[src/rtl/nubus_slave.sv]
// rtl/nubus_slave.sv - NuBus slave: decodes START cycles to this slot, runs a local
// req/ready handshake, and terminates with a one-clock ACK carrying status.
module nubus_slave #(
    parameter bit SUPER_EN = 1'b0,
    parameter int WDT_W    = 8
) (
    input  logic        nub_clkn,
    input  logic        nub_reset,
    input  logic [3:0]  nub_idn,
    input  logic        nub_startn,
    input  logic        nub_ackn,
    input  logic        nub_tm0n,
    input  logic        nub_tm1n,
    input  logic [31:0] nub_adn,
    output logic [31:0] slv_adn_o,
    output logic        slv_ad_oe_o,
    output logic        slv_ackn_o,
    output logic        slv_tm0n_o,
    output logic        slv_tm1n_o,
    output logic        slv_ctl_oe_o,
    output logic        slv_busy_o,
    output logic [29:0] mem_addr_o,
    output logic        mem_we_o,
    output logic [3:0]  mem_be_o,
    output logic [31:0] mem_wdata_o,
    output logic        mem_req_o,
    input  logic        mem_ready_i,
    input  logic        mem_err_i,
    input  logic [31:0] mem_rdata_i
);

    typedef enum logic [1:0] {
        S_IDLE,
        S_DATA,
        S_WAIT,
        S_ACK
    } state_t;

    state_t             state;
    logic               unsup;
    logic [WDT_W-1:0]   wdt;

    logic [3:0]  id;
    logic [31:0] ad;
    logic        start, ack, tm0, tm1;
    logic        match, addr_cycle;
    logic [3:0]  be_dec;
    logic        unsup_dec;

    assign id    = ~nub_idn;
    assign ad    = ~nub_adn;
    assign start = ~nub_startn;
    assign ack   = ~nub_ackn;
    assign tm0   = ~nub_tm0n;
    assign tm1   = ~nub_tm1n;

    assign match = (ad[31:24] == {4'hF, id}) || (SUPER_EN && (ad[31:28] == id));
    // start & ack is an attention cycle (lock/null); never a transfer to us
    assign addr_cycle = start && !ack && match;

    always_comb begin
        be_dec    = 4'b0000;
        unsup_dec = 1'b0;
        if (!tm0) begin
            be_dec = 4'b0001 << ad[1:0];
        end else begin
            case (ad[1:0])
                2'b00:   be_dec = 4'b1111;
                2'b10:   be_dec = 4'b0011;
                2'b11:   be_dec = 4'b1100;
                default: unsup_dec = 1'b1;
            endcase
        end
    end

    always_ff @(posedge nub_clkn) begin
        if (nub_reset) begin
            state        <= S_IDLE;
            unsup        <= 1'b0;
            wdt          <= '0;
            slv_adn_o    <= '1;
            slv_ad_oe_o  <= 1'b0;
            slv_ackn_o   <= 1'b1;
            slv_tm0n_o   <= 1'b1;
            slv_tm1n_o   <= 1'b1;
            slv_ctl_oe_o <= 1'b0;
            slv_busy_o   <= 1'b0;
            mem_addr_o   <= '0;
            mem_we_o     <= 1'b0;
            mem_be_o     <= '0;
            mem_wdata_o  <= '0;
            mem_req_o    <= 1'b0;
        end else begin
            wdt <= '0;
            case (state)
                S_IDLE: begin
                    if (addr_cycle) begin
                        state      <= S_DATA;
                        slv_busy_o <= 1'b1;
                        mem_addr_o <= ad[31:2];
                        mem_we_o   <= !tm1;
                        mem_be_o   <= be_dec;
                        unsup      <= unsup_dec;
                    end
                end
                S_DATA: begin
                    if (mem_we_o) begin
                        mem_wdata_o <= ad;
                    end
                    if (unsup) begin
                        state        <= S_ACK;
                        slv_ctl_oe_o <= 1'b1;
                        slv_ackn_o   <= 1'b0;
                        slv_tm0n_o   <= 1'b0;
                        slv_tm1n_o   <= 1'b1;
                        slv_ad_oe_o  <= !mem_we_o;
                        slv_adn_o    <= '1;
                    end else begin
                        state     <= S_WAIT;
                        mem_req_o <= 1'b1;
                    end
                end
                S_WAIT: begin
                    wdt <= wdt + WDT_W'(1);
                    if (mem_ready_i) begin
                        state        <= S_ACK;
                        mem_req_o    <= 1'b0;
                        slv_ctl_oe_o <= 1'b1;
                        slv_ackn_o   <= 1'b0;
                        slv_tm0n_o   <= !mem_err_i;
                        slv_tm1n_o   <= 1'b1;
                        slv_ad_oe_o  <= !mem_we_o;
                        slv_adn_o    <= mem_err_i ? 32'hFFFF_FFFF : ~mem_rdata_i;
                    end else if (&wdt) begin
                        // watchdog expired on the 2^WDT_W-th WAIT edge
                        state        <= S_ACK;
                        mem_req_o    <= 1'b0;
                        slv_ctl_oe_o <= 1'b1;
                        slv_ackn_o   <= 1'b0;
                        slv_tm0n_o   <= 1'b1;
                        slv_tm1n_o   <= 1'b0;
                        slv_ad_oe_o  <= !mem_we_o;
                        slv_adn_o    <= '1;
                    end
                end
                default: begin
                    state        <= S_IDLE;
                    slv_busy_o   <= 1'b0;
                    slv_ctl_oe_o <= 1'b0;
                    slv_ad_oe_o  <= 1'b0;
                    slv_ackn_o   <= 1'b1;
                    slv_tm0n_o   <= 1'b1;
                    slv_tm1n_o   <= 1'b1;
                    slv_adn_o    <= '1;
                end
            endcase
        end
    end

endmodule

[config.mk]
export PLATFORM = sky130hd
export DESIGN_NAME = nubus_slave
export DESIGN_NICKNAME = d
export VERILOG_FILES = /design/src/rtl/nubus_slave.sv
export SDC_FILE = /design/constraint.sdc
export NUM_CORES = 1
export LEC_CHECK = 0
export ABC_AREA = 1
export CORE_ASPECT_RATIO = 1.4
export CORE_MARGIN = 10
export CORE_UTILIZATION = 44
export DETAILED_ROUTE_END_ITERATION = 8
export PLACE_DENSITY_LB_ADDON = 0.05
export SLEW_MARGIN = 20
export SYNTH_ARGS = -nofsm -noshare
export SYNTH_HDL_FRONTEND = slang
export SYNTH_SLANG_ARGS = --single-unit
[constraint.sdc]
create_clock -name nub_clkn -period 2.4 [get_ports nub_clkn]
set_clock_uncertainty 0.2 [all_clocks]
set_input_delay 0.72 -clock nub_clkn [delete_from_list [all_inputs] [get_ports nub_clkn]]
set_output_delay 0.72 -clock nub_clkn [all_outputs]
set_load 0.005 [all_outputs]
-- Word level (Yosys, flattened, before mapping)
Index checks and enable logic that the tools add are counted.
- bits in registers: 117
- latch bits: 0
- bits in writable memories: 0
- ROM bits: 0
- bits of input ports: 76
- output and inout port bits: 106
- word-level logic and storage cells: 84
- memories kept: 0
- add/sub/neg operators: 1
- multiply operators: 0
- divide/modulo/power cells: 0
- $lt $le $gt $ge: 0
- eq/ne operators: 9
- shift-type cells: 1
- mux-type cells: 34
- bitwise gates (word level): 7
- reduce and logical (&&, ||, !) cells: 17
- operators by type and width (kind ; count):
    $mux 32 ; 4
    $pmux 32 s3 ; 1
    $not 32->32 ; 2
    $mux 1 ; 16
    $pmux 1 s3 ; 5
    $pmux 4 s3 ; 1
    $add 8x1->8 const B ; 1
    $eq 8x8->1 ; 1
    $reduce_and 2->1 ; 4
    $reduce_and 8->1 ; 1
    $eq 2x2->1 const B ; 3
    $mux 2 ; 3
    $ne 2x2->1 const B ; 3
    $pmux 2 s3 ; 1
    $reduce_and 3->1 ; 2
    $logic_not 2->1 ; 2
    $mux 4 ; 1
    $not 1->1 ; 4
    $not 4->4 ; 1
    $pmux 1 s2 ; 2
    $reduce_or 2->1 ; 2
    $shl 1x2->4 const A ; 1
    $ne 3x3->1 const B ; 1
    $reduce_or 3->1 ; 1
    other kinds (4) ; 6

-- Longest topological paths before layout
- word-level depth: 5
- mapped depth: 10
- depth with buffers taken out: 10

-- Worst setup path after synthesis
OpenSTA, ideal clock, no wires.
- kind: input-to-reg
- start: in nub_adn[30]
- end: reg mem_addr_o[1]
- setup time: 113 ps
- data arrival time: 1579 ps
- required time: 2087 ps
- path slack: 509 ps
- cell stages on the path: 9
- buffers on the path: 1
- cell sequence: nor2_1 nand2_1 nor2_2 nand3_2 nor2_4 buf_2 nand2_1 nand2_1 nor2_1
- word-level cells in the longest chain between the ends: 4
- RTL lines (element ; line ; text):
    start, declared ; 14 ; input logic [31:0] nub_adn,
    $not 32->32 ; 51 ; assign ad = ~nub_adn;
    $eq 8x8->1 ; 57 ; assign match = (ad[31:24] == {4'hF, id}) || (SUPER_EN && (ad[31:28] == id));
    $logic_and 1x1->1 ; 59 ; assign addr_cycle = start && !ack && match;
    $reduce_and 2->1 (no line) ; n/a ;
    end signal, assigned ; 100 ; mem_addr_o <= ad[31:2];
    end, declared ; 22 ; output logic [29:0] mem_addr_o,
Every way passes these cells.
A chain may end at the register's enable or synchronous reset.

-- Worst setup path in the final report
- start: reg mem_we_o
- end: out mem_we_o
- RTL lines (element ; line ; text):
    start, declared ; 23 ; output logic mem_we_o,
    start signal, assigned ; 101 ; mem_we_o <= !tm1;
No word-level cell between the ends.

==> results.toml <==
[run_status]
status = "finished clean"

[hold_path]
holdPathStages = 1
hp-class = "reg -> reg"

[synth]
synth_area_um2 = 4666
synth_area_leaders = "dfxtp_1, nand2_1, o21ai_0"
synth-edff-count = 0
postSynthAreaPerCell_um2 = 7.611
yosys.area.top_type = "dfxtp_1"
synth_seq_cells = 117
yosysMostFrequentCell = "nand2_1"
syn-instance-count = 613
synth_cell_type_count = 29
async_flop_share = 0
yosysWarnings = 0
netlist.area_leader.share = 0.5020
ys_top_cells_by_count = "nand2_1, dfxtp_1, nor2_1"
synth_fp_nets = 699
synth_ff_type = "dfxtp_1"
ys_seq_area_frac = 0.5020

[global_routing]
antenna_found_initial = 0
grt_pass1_wl_um = 22150
grt_start_max_net_pins = 65
grt_pass1_vias = 4469
track_usage = 0.1788
overflow = 0

[finish]
antenna_cells = 0
area_delta_synth_final_pct = 56.15
nets = 891
post-route-cell-area_um2 = 7286
drive_above_1_share = 0.09926
fin_util = 0.7039

[timing]
tightest_slew_ns = 0.4841
maxSlewViolCount = 0
hold_slack_ns = 0.2493
setup_viol_count_final = 0
setup_slack_ns = 0.1755
slew_headroom = 0.6773
rsz0062_at_grt = "no"
hold_violations = 0
period_share = 0.9269
max_freq_mhz = 449.5
period_needed_ns = 2.225

[worst_setup_path]
path_depth = 1
path_delay_family = "buffers and inverters"
rr_worst_depth = 9
cp-start-kind = "flip-flop"
crit_slowest_cell = "clkdlybuf4s50_1"
cp_cell_sequence = "clkdlybuf4s50_1"
cp-end-kind = "output port"
critPathMaxFanout = 4
cpPeakStageDelay_ns = 0.53
cp_num_buf_inv = 1
cp.required_ns = 1.48
critPathArrivalTime_ns = 1.30
crit_type = "reg -> out"

[floorplanning]
core-area_um2 = 10350
fp.dieW_um = 107.0
rows = 44
initial_core_util = 0.4508
die_area_um2 = 15180
die_h_um = 141.8
io_pins = 182

[flow_run]
maxCapViolCount = 0

[drt]
vias = 4511
wl_per_cell_um = 14.45
dr.pass1.iters = 5
drtIter0Drc = 126
ant_nets = 0
drcViolationCount = 0
via_per_inst = 4.729
drt_wl_total_um = 13790

[place]
hpwl_um = 10280
dpl_worst_slack_ns = -0.1217
port_buffers = 181
place_area_um2 = 6694
gp_congestion = 0.8261

[clock_tree]
cts_buffers = 17
clkSinkCount = 117
cts_tree = "built"
cts_root_buffer = "clkbuf_16"
insertion_delay_ns = 0.40
h-tree-depth = 4
path_clk_slew_ns = 0.05
ctsResizeCount = 0
post_cts_buffers = 0
ctsHoldBuffers = 0
clk_path_buf_depth = 2

[pwr]
cellPowerDensity_nw_per_um2 = 920.4
p_leak_nw = 3.051
peakVddDrop_mv = 0.5550
[power breakdown]
part,internal [mW],switching [mW],total (mW)
Sequential,2.21,0.147,2.36
Combinational,0.903,0.900,1.80
Clock,1.71,0.839,2.55
[cells by family after synthesis]
group                    Yosys count  synth area share
AO/OA/AOI/OAI                    154            0.1751
XOR/XNOR                           2          0.003755
adder cells (fa/ha/maj)           10           0.02682
buffers and inverters             92           0.08796
flip-flops                       117            0.5020
AND/OR/NAND/NOR                  238            0.2043
[placed cells by master, fill, tap and decap left out, drive strengths merged]
cell type	netlist	routed
clkdlybuf4s50	0	180
nand2	126	126
dfxtp	117	117
nor2	97	97
o21ai	79	79
a21oi	72	72
inv	57	58
buf	16	26
clkbuf	17	18
ha	10	10
nand3	9	9
clkinv	2	8
bufinv	0	4
nor3	3	3
or2	2	2
a31oi	2	2
xnor2	1	1
nand4	1	1
xor2	1	1
o211ai	1	1
clkinvlp	0	1
[cell type report]
class                   count  area, um2
clock inverters            12      162.7
fillers                   855       3064
repair buffers            206       2044
well taps                 138      172.7
inverters                  59      221.5
clock buffers              18      429.2
multi-input cells         404       1913
flip-flops and latches    117       2342
[registers in the layout (all words and copies together) (netlist names), 2 cells and up]
signal       count
mem_be_o         4
slv_adn_o       32
mem_addr_o      30
wdt              8
mem_wdata_o     32
state            2
[path summary, 6_finish.rpt]
check                      end  slack, ns      from
setup / recovery      mem_we_o       0.18  mem_we_o
hold / removal          wdt[0]       0.25    wdt[0]
setup reg to reg  slv_adn_o[7]       0.37  state[0]
hold reg to reg         wdt[0]       0.25    wdt[0]
[layer usage]
metal,vias to the layer above,global-route usage,part of all wire
met5,-,0,0
met4,0,0.05861,0.011
met3,9,0.07344,0.076
met2,129,0.3079,0.51
met1,2045,0.1925,0.40
li1,2328,-,-
[stage by stage]
stage	power [mW]	setup TNS [ns]	std cells
2_1_floorplan	3.407	0	613
3_5_place_dp	4.215	-4.061	924
6_report	6.706	0	954
4_1_cts	6.771	0	954
5_1_grt	7.106	0	954
3_3_place_gp	4.160	-1.832	924
No activity file was read; power rests on OpenSTA's default activity.
